===== config.mk =====
export PLATFORM = sky130hd
export DESIGN_NAME = lap_record_reader
export DESIGN_NICKNAME = d
export VERILOG_FILES = /design/src/rtl/lap_pkg.sv /design/src/rtl/lap_ram.sv /design/src/rtl/lap_record_reader.sv
export SDC_FILE = /design/constraint.sdc
export NUM_CORES = 1
export LEC_CHECK = 0
export CAP_MARGIN = 20
export CORE_ASPECT_RATIO = 0.9
export CORE_MARGIN = 1
export CORE_UTILIZATION = 50
export DETAILED_ROUTE_END_ITERATION = 8
export DONT_BUFFER_PORTS = 1
export GPL_ROUTABILITY_DRIVEN = 1
export PLACE_DENSITY_LB_ADDON = 0.15
export SYNTH_ARGS = -nofsm -noshare
export SYNTH_HDL_FRONTEND = slang
export SYNTH_SLANG_ARGS = --single-unit

===== constraint.sdc =====
create_clock -name clk -period 12.41 [get_ports clk]
set_input_delay 3.1025 -clock clk [delete_from_list [all_inputs] [get_ports clk]]
set_output_delay 3.1025 -clock clk [all_outputs]
set_load 0.005 [all_outputs]

===== src/rtl/lap_pkg.sv =====
// Shared types for the lap recorder: FSM states, default widths and index/count types.
package lap_pkg;

  localparam int LAP_DEPTH  = 8;
  localparam int LAP_TIME_W = 24;
  localparam int LAP_IDX_W  = $clog2(LAP_DEPTH);
  localparam int LAP_CNT_W  = LAP_IDX_W + 1;

  typedef logic [LAP_IDX_W-1:0]  lap_idx_t;
  typedef logic [LAP_CNT_W-1:0]  lap_cnt_t;
  typedef logic [LAP_TIME_W-1:0] lap_time_t;

  typedef enum logic [1:0] {
    IDLE  = 2'd0,
    FETCH = 2'd1,
    SHOW  = 2'd2,
    HOLD  = 2'd3
  } lap_state_t;

endpackage


===== src/rtl/lap_ram.sv =====
// Lap storage: simple dual-port RAM, one write port and a registered read port.
// A read of the address being written in the same cycle returns the new data.
module lap_ram #(
  parameter int DEPTH  = 8,
  parameter int WIDTH  = 24,
  parameter int ADDR_W = $clog2(DEPTH)
) (
  input  logic              clk,
  input  logic              wr_en,
  input  logic [ADDR_W-1:0] wr_addr,
  input  logic [WIDTH-1:0]  wr_data,
  input  logic              rd_en,
  input  logic [ADDR_W-1:0] rd_addr,
  output logic [WIDTH-1:0]  rd_data
);

  logic [WIDTH-1:0] mem [DEPTH];
  logic [WIDTH-1:0] rd_data_reg;

  always_ff @(posedge clk) begin
    if (wr_en) begin
      mem[wr_addr] <= wr_data;
    end
  end

  // A lap written on the same edge it is first fetched must show the new value.
  always_ff @(posedge clk) begin
    if (rd_en) begin
      if (wr_en && (wr_addr == rd_addr)) begin
        rd_data_reg <= wr_data;
      end else begin
        rd_data_reg <= mem[rd_addr];
      end
    end
  end

  assign rd_data = rd_data_reg;

endmodule


===== src/rtl/lap_record_reader.sv =====
// Stopwatch lap recorder: captures laps on rec_stb and replays them oldest-first on print_stb.
// Define LAP_AUTO_PLAY_EN to replace manual stepping with timed auto-play (HOLD_CYC cycles per entry).
module lap_record_reader
  import lap_pkg::*;
#(
  parameter int DEPTH    = LAP_DEPTH,
  parameter int TIME_W   = LAP_TIME_W,
  parameter int HOLD_CYC = 50_000_000
) (
  input  logic                     clk,
  input  logic                     rst,
  input  logic                     rec_stb,
  input  logic [TIME_W-1:0]        rec_time,
  input  logic                     clr,
  input  logic                     print_stb,
  output logic                     disp_valid,
  output logic [TIME_W-1:0]        disp_time,
  output logic [$clog2(DEPTH)-1:0] disp_idx,
  output logic [$clog2(DEPTH):0]   lap_cnt,
  output logic                     full,
  output logic                     playing
);

  localparam int IDX_W = $clog2(DEPTH);
  localparam int CNT_W = IDX_W + 1;

  lap_state_t        state_reg, state_next;
  logic [IDX_W-1:0]  wr_ptr_reg;
  logic [CNT_W-1:0]  lap_cnt_reg, lap_cnt_next;
  logic [IDX_W-1:0]  rd_idx_reg, rd_idx_next;
  logic              disp_valid_reg, disp_valid_next;
  logic [TIME_W-1:0] disp_time_reg;
  logic [IDX_W-1:0]  disp_idx_reg;
  logic              rec_ok;
  logic              rd_en;
  logic              latch_disp;
  logic              has_next;
  logic [TIME_W-1:0] rd_data;

  assign full         = (lap_cnt_reg == CNT_W'(DEPTH));
  assign rec_ok       = rec_stb && !full && !clr;
  assign lap_cnt_next = clr ? '0 : lap_cnt_reg + CNT_W'(rec_ok);
  // End-of-list test uses the count including a lap accepted this very cycle.
  assign has_next     = (CNT_W'(rd_idx_reg) + CNT_W'(1)) < lap_cnt_next;

  lap_ram #(
    .DEPTH (DEPTH),
    .WIDTH (TIME_W)
  ) u_ram (
    .clk     (clk),
    .wr_en   (rec_ok),
    .wr_addr (wr_ptr_reg),
    .wr_data (rec_time),
    .rd_en   (rd_en),
    .rd_addr (rd_idx_next),
    .rd_data (rd_data)
  );

`ifdef LAP_AUTO_PLAY_EN
  localparam int HOLD_W = $clog2(HOLD_CYC + 1);
  logic [HOLD_W-1:0] hold_cnt_reg;
  logic              hold_done;

  // The next entry's fetch cycle still shows the old value, so advancing expires one cycle early.
  assign hold_done = has_next ? (hold_cnt_reg >= HOLD_W'(HOLD_CYC - 2))
                              : (hold_cnt_reg >= HOLD_W'(HOLD_CYC - 1));

  always_ff @(posedge clk) begin
    if (rst) begin
      hold_cnt_reg <= '0;
    end else if (state_reg == HOLD && state_next == HOLD) begin
      hold_cnt_reg <= hold_cnt_reg + HOLD_W'(1);
    end else begin
      hold_cnt_reg <= '0;
    end
  end
`endif

  always_comb begin
    state_next      = state_reg;
    rd_idx_next     = rd_idx_reg;
    rd_en           = 1'b0;
    latch_disp      = 1'b0;
    disp_valid_next = disp_valid_reg;
    if (clr) begin
      state_next      = IDLE;
      disp_valid_next = 1'b0;
    end else begin
      case (state_reg)
        IDLE: begin
          if (print_stb && lap_cnt_reg != '0) begin
            rd_idx_next = '0;
            rd_en       = 1'b1;
            state_next  = FETCH;
          end
        end
        FETCH: begin
          latch_disp      = 1'b1;
          disp_valid_next = 1'b1;
`ifdef LAP_AUTO_PLAY_EN
          state_next      = HOLD;
`else
          state_next      = SHOW;
`endif
        end
`ifdef LAP_AUTO_PLAY_EN
        HOLD: begin
          if (print_stb) begin
            disp_valid_next = 1'b0;
            state_next      = IDLE;
          end else if (hold_done) begin
            if (has_next) begin
              rd_idx_next = rd_idx_reg + IDX_W'(1);
              rd_en       = 1'b1;
              state_next  = FETCH;
            end else begin
              disp_valid_next = 1'b0;
              state_next      = IDLE;
            end
          end
        end
`else
        SHOW: begin
          if (print_stb) begin
            if (has_next) begin
              rd_idx_next = rd_idx_reg + IDX_W'(1);
              rd_en       = 1'b1;
              state_next  = FETCH;
            end else begin
              disp_valid_next = 1'b0;
              state_next      = IDLE;
            end
          end
        end
`endif
        default: begin
          state_next      = IDLE;
          disp_valid_next = 1'b0;
        end
      endcase
    end
  end

  always_ff @(posedge clk) begin
    if (rst) begin
      state_reg      <= IDLE;
      wr_ptr_reg     <= '0;
      lap_cnt_reg    <= '0;
      rd_idx_reg     <= '0;
      disp_valid_reg <= 1'b0;
      disp_time_reg  <= '0;
      disp_idx_reg   <= '0;
    end else begin
      state_reg      <= state_next;
      lap_cnt_reg    <= lap_cnt_next;
      rd_idx_reg     <= rd_idx_next;
      disp_valid_reg <= disp_valid_next;
      if (clr) begin
        wr_ptr_reg <= '0;
      end else if (rec_ok) begin
        wr_ptr_reg <= wr_ptr_reg + IDX_W'(1);
      end
      if (latch_disp) begin
        disp_time_reg <= rd_data;
        disp_idx_reg  <= rd_idx_reg;
      end
    end
  end

  assign disp_valid = disp_valid_reg;
  assign disp_time  = disp_time_reg;
  assign disp_idx   = disp_idx_reg;
  assign lap_cnt    = lap_cnt_reg;
  assign playing    = (state_reg != IDLE);

endmodule


# Yosys cells after proc, flatten, opt, wreduce, memory -nomap -nowiden
# Memory sizes are Yosys's and may differ from the RTL's. A register that Yosys moved wholly into a read port is not among the register bits.
# Cells that the tools add are included.
# word_totals
register_bits,40
ramBits,192
in_bits,29
word_cells,53
mem_count,1
# classes
add_sub_neg,4
n_lt_le_gt_ge,1
n_eq_ne,6
mux,22
n_bitwise,1
n_reduce_logical,11
# mem_list
memory,depth,width,read_ports,rd_clocked_by_memory_dff,write_ports,line,text
u_ram.mem,8,24,1,1,1,lap_ram.sv:17,logic [WIDTH-1:0] mem [DEPTH];
# ops
op,count
$mux W3,4
$mux W1,11
$add A3 B1 Y3 const B,2
$ne A2 B2 Y1 const B,3
$pmux W2 S3,1
$pmux W3 S2,1
$add A3 B1 Y4 const B,1
$add A4 B1 Y4,1
$eq A4 B4 Y1 const B,1
$lt A4 B4 Y1,1
$mux W2,2
$mux W4,1
$reduce_bool A4 Y1,1
$logic_and A1 B1 Y1,3
$pmux W1 S3,1
$reduce_and A3 Y1,1
$eq A2 B1 Y1 const B,1
$eq A2 B2 Y1 const B,1
$logic_not A1 Y1,2
$logic_not A2 Y1,1
$pmux W1 S2,1
$reduce_and A2 Y1,1
$reduce_bool A2 Y1,1
$reduce_or A2 Y1,1
$not A1 Y1,1

# Depth between registers and ports, before layout
# logic_depth
ltp_word,11
depth_mapped,20

# By module
# A second synthesis with hierarchy kept.
# unflattened
hier_cells,552
area_unflattened_um2,10049.6
# by_module_without_submodules
module,n_inst,cells_each,area_each_um2
lap_ram,1,345,8349.3
lap_record_reader,1,207,1700.4

# Worst setup path after synthesis
# No wires, ideal clock.
# synth_timing
path_type,input to register
from,input port clr
to,"register u_ram.rd_data_reg[10] (netlist: u_ram.rd_data[10]) (read register of u_ram.mem), data pin"
setup_ps,269
arrival_time_ps,6689
setup_slack_ps,5452
cell_stages,18
path_cell_list,buf_2 > or2_2 > clkbuf_1 > clkinv_1 > ha_1 > ha_1 > xor2_1 > nand2b_1 > ha_1 > o211ai_1 > o211a_1 > o21a_1 > buf_6 > clkbuf_1 > o211ai_1 > a21oi_1 > a2111oi_2 > mux2i_1
# synth_via
elab_chain_cells,9
word_cells_on_any_way,13
# synth_lines
element,line,text
from (decl),lap_record_reader.sv:14,"input logic clr,"
$logic_not A1 Y1,lap_record_reader.sv:41,assign rec_ok = rec_stb && !full && !clr;
$logic_and A1 B1 Y1,lap_record_reader.sv:41,
via rec_ok,lap_record_reader.sv:34,logic rec_ok;
$add A4 B1 Y4,lap_record_reader.sv:42,assign lap_cnt_next = clr ? '0 : lap_cnt_reg + CNT_W'(rec_ok);
$mux W4,lap_record_reader.sv:42,
$lt A4 B4 Y1,lap_record_reader.sv:44,assign has_next = (CNT_W'(rd_idx_reg) + CNT_W'(1)) < lap_cnt_next;
$mux W1,lap_record_reader.sv:125,if (has_next) begin
$mux W1,lap_record_reader.sv:124,if (print_stb) begin
$pmux W1 S2,lap_record_reader.sv:89,case (state_reg)
$mux W1,lap_record_reader.sv:85,if (clr) begin
via rd_en,lap_record_reader.sv:35,logic rd_en;
to (decl),lap_ram.sv:18,logic [WIDTH-1:0] rd_data_reg;
# The timed path passes the listed nets, and every way through them passes these cells.
# A chain may end at the register's enable or synchronous reset.

# Worst setup path after layout
# layout_timing
from,input port rec_stb
to,"register u_ram.rd_data_reg[3] (netlist: u_ram.rd_data[3]) (read register of u_ram.mem), data pin"
# layout_via
elab_chain_cells,9
word_cells_on_any_way,13
# layout_lines
element,line,text
from (decl),lap_record_reader.sv:12,"input logic rec_stb,"
$logic_and A1 B1 Y1 (*) (2 in a row),lap_record_reader.sv:41,
via rec_ok,lap_record_reader.sv:34,
$add A4 B1 Y4 (*),lap_record_reader.sv:42,
$mux W4 (*),lap_record_reader.sv:42,
$lt A4 B4 Y1 (*),lap_record_reader.sv:44,
$mux W3 or $mux W1 (tied branches),lap_record_reader.sv:125,
$mux W3 or $mux W1 (tied branches),lap_record_reader.sv:124,
$pmux W3 S2 or $pmux W1 S2 (tied branches),lap_record_reader.sv:89,
$mux W3 or $mux W1 (tied branches),lap_record_reader.sv:85,
# Mark *: on every way through the listed nets, which the timed path passes. The rest lies on a longest branch.

==> results by group <==
Power and ir drop
  • Pwr/cell area: about 150 nW/um2
  • Clk pwr share: between 40% and 50%
  • Gate power share: 1.6%
  • Sequential power share: approximately 53%
  • Switching Share: about a fifth
  • Psw: 0.000335 W
  • Leakage: 3.95 nW
  • Peak supply drop: between 0.09 and 0.1 mV
  • Cell-internal power: between 0.001 and 0.0015 W

Yosys
  • Post-synth net total: between 800 and 900
  • Count leader, synth: edfxtp_1
  • Sequential cell area fraction in the yosys report: between 60% and 70%
  • Share of async-settable or async-resettable flops after synthesis: 0%
  • Synth area leaders: edfxtp_1, dfxtp_1, o21ai_0
  • Synth top area share: around three fifths
  • Synth warnings: 0
  • Gate count after technology mapping: 812
  • Post-Syn Area: between 10000 and 15000 um2
  • Cell taking the most area after synthesis: edfxtp_1
  • Post-synthesis register bit count: 256
  • Main synth FF type: edfxtp_1
  • Synth cell count leaders: edfxtp_1, o21ai_0, nand2_1
  • Netlist cell types: 49
  • Post-Syn Area per Cell: between 10 and 15 um2
  • Post-synth EDFFs: 216

GRT
  • Global-route wire length before repair: between 30000 and 40000 um
  • Vias in the first global route: around 6700
  • Largest net degree at the start of global routing: 50
  • Initial antenna violation count: 0
  • GRT overflow: 0
  • Total track usage: approximately 22%

Die
  • Floorplan die height: about 140 um
  • Starting density of the core: between 50% and 60%
  • Ports: 63
  • Die W: roughly 160 um
  • Core region area: roughly 21000 um2
  • Row count: 50
  • Full die area: about 23000 um2

Setup path
  • Setup crit end kind: register
  • Required @ worst endpoint: ~13 ns
  • Most used cell, CP: ha_1
  • CP Class: in2reg
  • Critical Path End: u_ram.rd_data[3]$_DFFE_PP_
  • Reg2reg path depth: 18
  • R2r setup slk: slightly above 6 ns
  • Crit Path Max Fanout: around 50
  • Reg2reg end: u_ram.rd_data[3]$_DFFE_PP_
  • CP Cell Sequence: nand2b_1, or2_2, clkinv_1, ha_1, ha_1, xor2_1, nand2b_1, ha_1, o211ai_1, o211a_1, o21a_2, buf_4, o21ai_4, buf_4, xnor2_1, nand4_4, mux2i_1
  • CP startpoint: rec_stb
  • Critical Path Slowest Stage Cell: o21ai_4
  • Arrival @ worst endpoint: slightly below 8 ns
  • FF-to-FF Start: lap_cnt[3]$_SDFF_PP0_
  • CP Launch Type: input port
  • Slowest Stage Delay on Critical Path: a little under 0.6 ns

Clocking
  • Hold-fix buffers at CTS: 0
  • Post-CTS resize count: 0
  • Max clock buf depth: 3
  • Clock Sinks: 256
  • Reg clk slew, reported paths: 0.06 ns
  • H-Tree Depth: 1
  • CTS tree: built
  • Post-CTS Setup Inserts: 0
  • Root Buffer: clkbuf_16
  • Clock latency on the worst-skew pair: 0.53 ns
  • CTS buffer count: 27

Drt
  • WL/cell: 22.5 um
  • Routed Wire Length: approximately 25000 um
  • DR vias: 6701
  • TritonRoute pass-1 iters: 7
  • # DRC: 0
  • 1st-iter DRT viols: a little over 700
  • Vias per cell: 6.08
  • Antenna Violating Nets Remaining: 0

Layout
  • Layout cells sized above 1: approximately 16%
  • Largest register FFs: 192
  • # diodes: 0
  • # nets final: roughly 830
  • Area growth from synthesis to layout: 10.4%

Timing
  • Setup TNS: 0 ns
  • Worst slew margin: 36.0%
  • Slew @ Worst Pin: around 0.96 ns
  • Period utilization: between 60% and 70%
  • Final min period: around 7.7 ns
  • Setup violators final: 0
  • Final Max Tran Viols: 0
  • Final hold vios: 0
  • Max Clock Freq: about 130 MHz
  • Unrepaired setup endpoints after global routing: no
  • Hold WS: approximately 0.47 ns
  • Worst-case clock skew: 0.0152 ns

Placement
  • I/O Buffers: 0
  • HPWL Detailed: 14300 um
  • Gp weighted congestion: between 0.8 and 0.9

Status
  • Status: completed

Run
  • Maxcap violations: 0

Min path
  • HP Class: reg2reg
-- area by class of cell --
cell class | count | area [um2]
clock buffers | 32 | 694
repair buffers | 21 | 170
fillers | 1720 | 9050
clock inverters | 17 | 186
inverters | 29 | 109
flip-flops and latches | 256 | 7290
multi-input cells | 462 | 3290
well taps | 286 | 358
-- metal layers --
metal	share of wire, %	GRT usage (%)
met5	0	0
met4	2.5	7.84
met3	6.8	3.62
met2	47	35.8
met1	44	31.3
-- through the flow --
step	utilization, %	instance area, um2	std cells	power, W	setup WS [ns]
2_1_floorplan	-	11000	812	0.000983	5.45
3_3_place_gp	52.9	11200	1053	0.000987	4.39
3_5_place_dp	53.0	11200	1054	0.000988	4.20
4_1_cts	57.2	12100	1103	0.00178	4.76
5_1_grt	57.2	12100	1103	0.00182	4.44
6_report	57.2	12100	1103	0.00177	4.74
-- worst max-delay path: cells and delay by family --
kind                     cells  cell delay (ns)
AO/OA/AOI/OAI                4             1.28
buffers and inverters        3             1.10
AND/OR/NAND/NOR              4             0.93
adder cells (fa/ha/maj)      3             0.73
XOR/XNOR                     2             0.40
multiplexers                 1             0.28
-- cell families (layout without fill, tap and decap cells) --
| family | count (synthesis) | in the layout | synth area share, % |
|---|---|---|---|
| XOR/XNOR | 7 | 7 | 0.628 |
| AO/OA/AOI/OAI | 236 | 236 | 15.3 |
| AND/OR/NAND/NOR | 163 | 163 | 7.29 |
| buffers and inverters | 94 | 99 | 3.91 |
| adder cells (fa/ha/maj) | 7 | 7 | 0.799 |
| multiplexers | 49 | 49 | 5.57 |
| flip-flops | 256 | 256 | 66.5 |
-- cell usage in the layout, fill, tap and decap left out, types with 4 or more instances in the layout --
| cell type | Yosys | routed |
|---|---|---|
| nand2_1 | 65 | 65 |
| bufinv_16 | 0 | 4 |
| a2111oi_2 | 24 | 24 |
| o21ai_0 | 73 | 73 |
| inv_1 | 27 | 27 |
| buf_4 | 3 | 20 |
| nand2b_1 | 7 | 7 |
| a21oi_1 | 53 | 53 |
| nand3_1 | 50 | 50 |
| clkbuf_1 | 41 | 5 |
| clkinv_1 | 2 | 9 |
| edfxtp_1 | 216 | 216 |
| dfxtp_1 | 40 | 40 |
| o211ai_1 | 26 | 26 |
| nor2_1 | 14 | 9 |
| clkbuf_16 | 0 | 27 |
| nor2_2 | 0 | 4 |
| mux2i_1 | 25 | 24 |
| a211oi_1 | 48 | 48 |
| nor3_2 | 0 | 4 |
| ha_1 | 7 | 7 |
| or2_2 | 3 | 4 |
| mux2_4 | 24 | 24 |
-- power groups by stage --
stage / clock network, W / registers [W] / logic [W]
floorplan: 0 / 0.000959 / 0.0000242
global placement: 0 / 0.000960 / 0.0000273
detailed placement: 0 / 0.000960 / 0.0000282
CTS: 0.000812 / 0.000942 / 0.0000282
global route: 0.000845 / 0.000942 / 0.0000309
finish: 0.000798 / 0.000942 / 0.0000278
-- worst min path at each step --
stage | start | slack, ns | depth (start not counted) | endpoint
floorplan | disp_idx[0]$_SDFFE_PP0P_ | 0.45 | 2 | disp_idx[0]$_SDFFE_PP0P_
global placement | disp_idx[1]$_SDFFE_PP0P_ | 0.46 | 2 | disp_idx[1]$_SDFFE_PP0P_
detailed placement | disp_idx[0]$_SDFFE_PP0P_ | 0.47 | 2 | disp_idx[0]$_SDFFE_PP0P_
CTS | disp_idx[0]$_SDFFE_PP0P_ | 0.47 | 2 | disp_idx[0]$_SDFFE_PP0P_
global route | disp_time[6]$_SDFFE_PP0P_ | 0.49 | 2 | disp_time[6]$_SDFFE_PP0P_
finish | disp_time[1]$_SDFFE_PP0P_ | 0.47 | 2 | disp_time[1]$_SDFFE_PP0P_
Note: power is estimated with default switching activity, not from simulation.
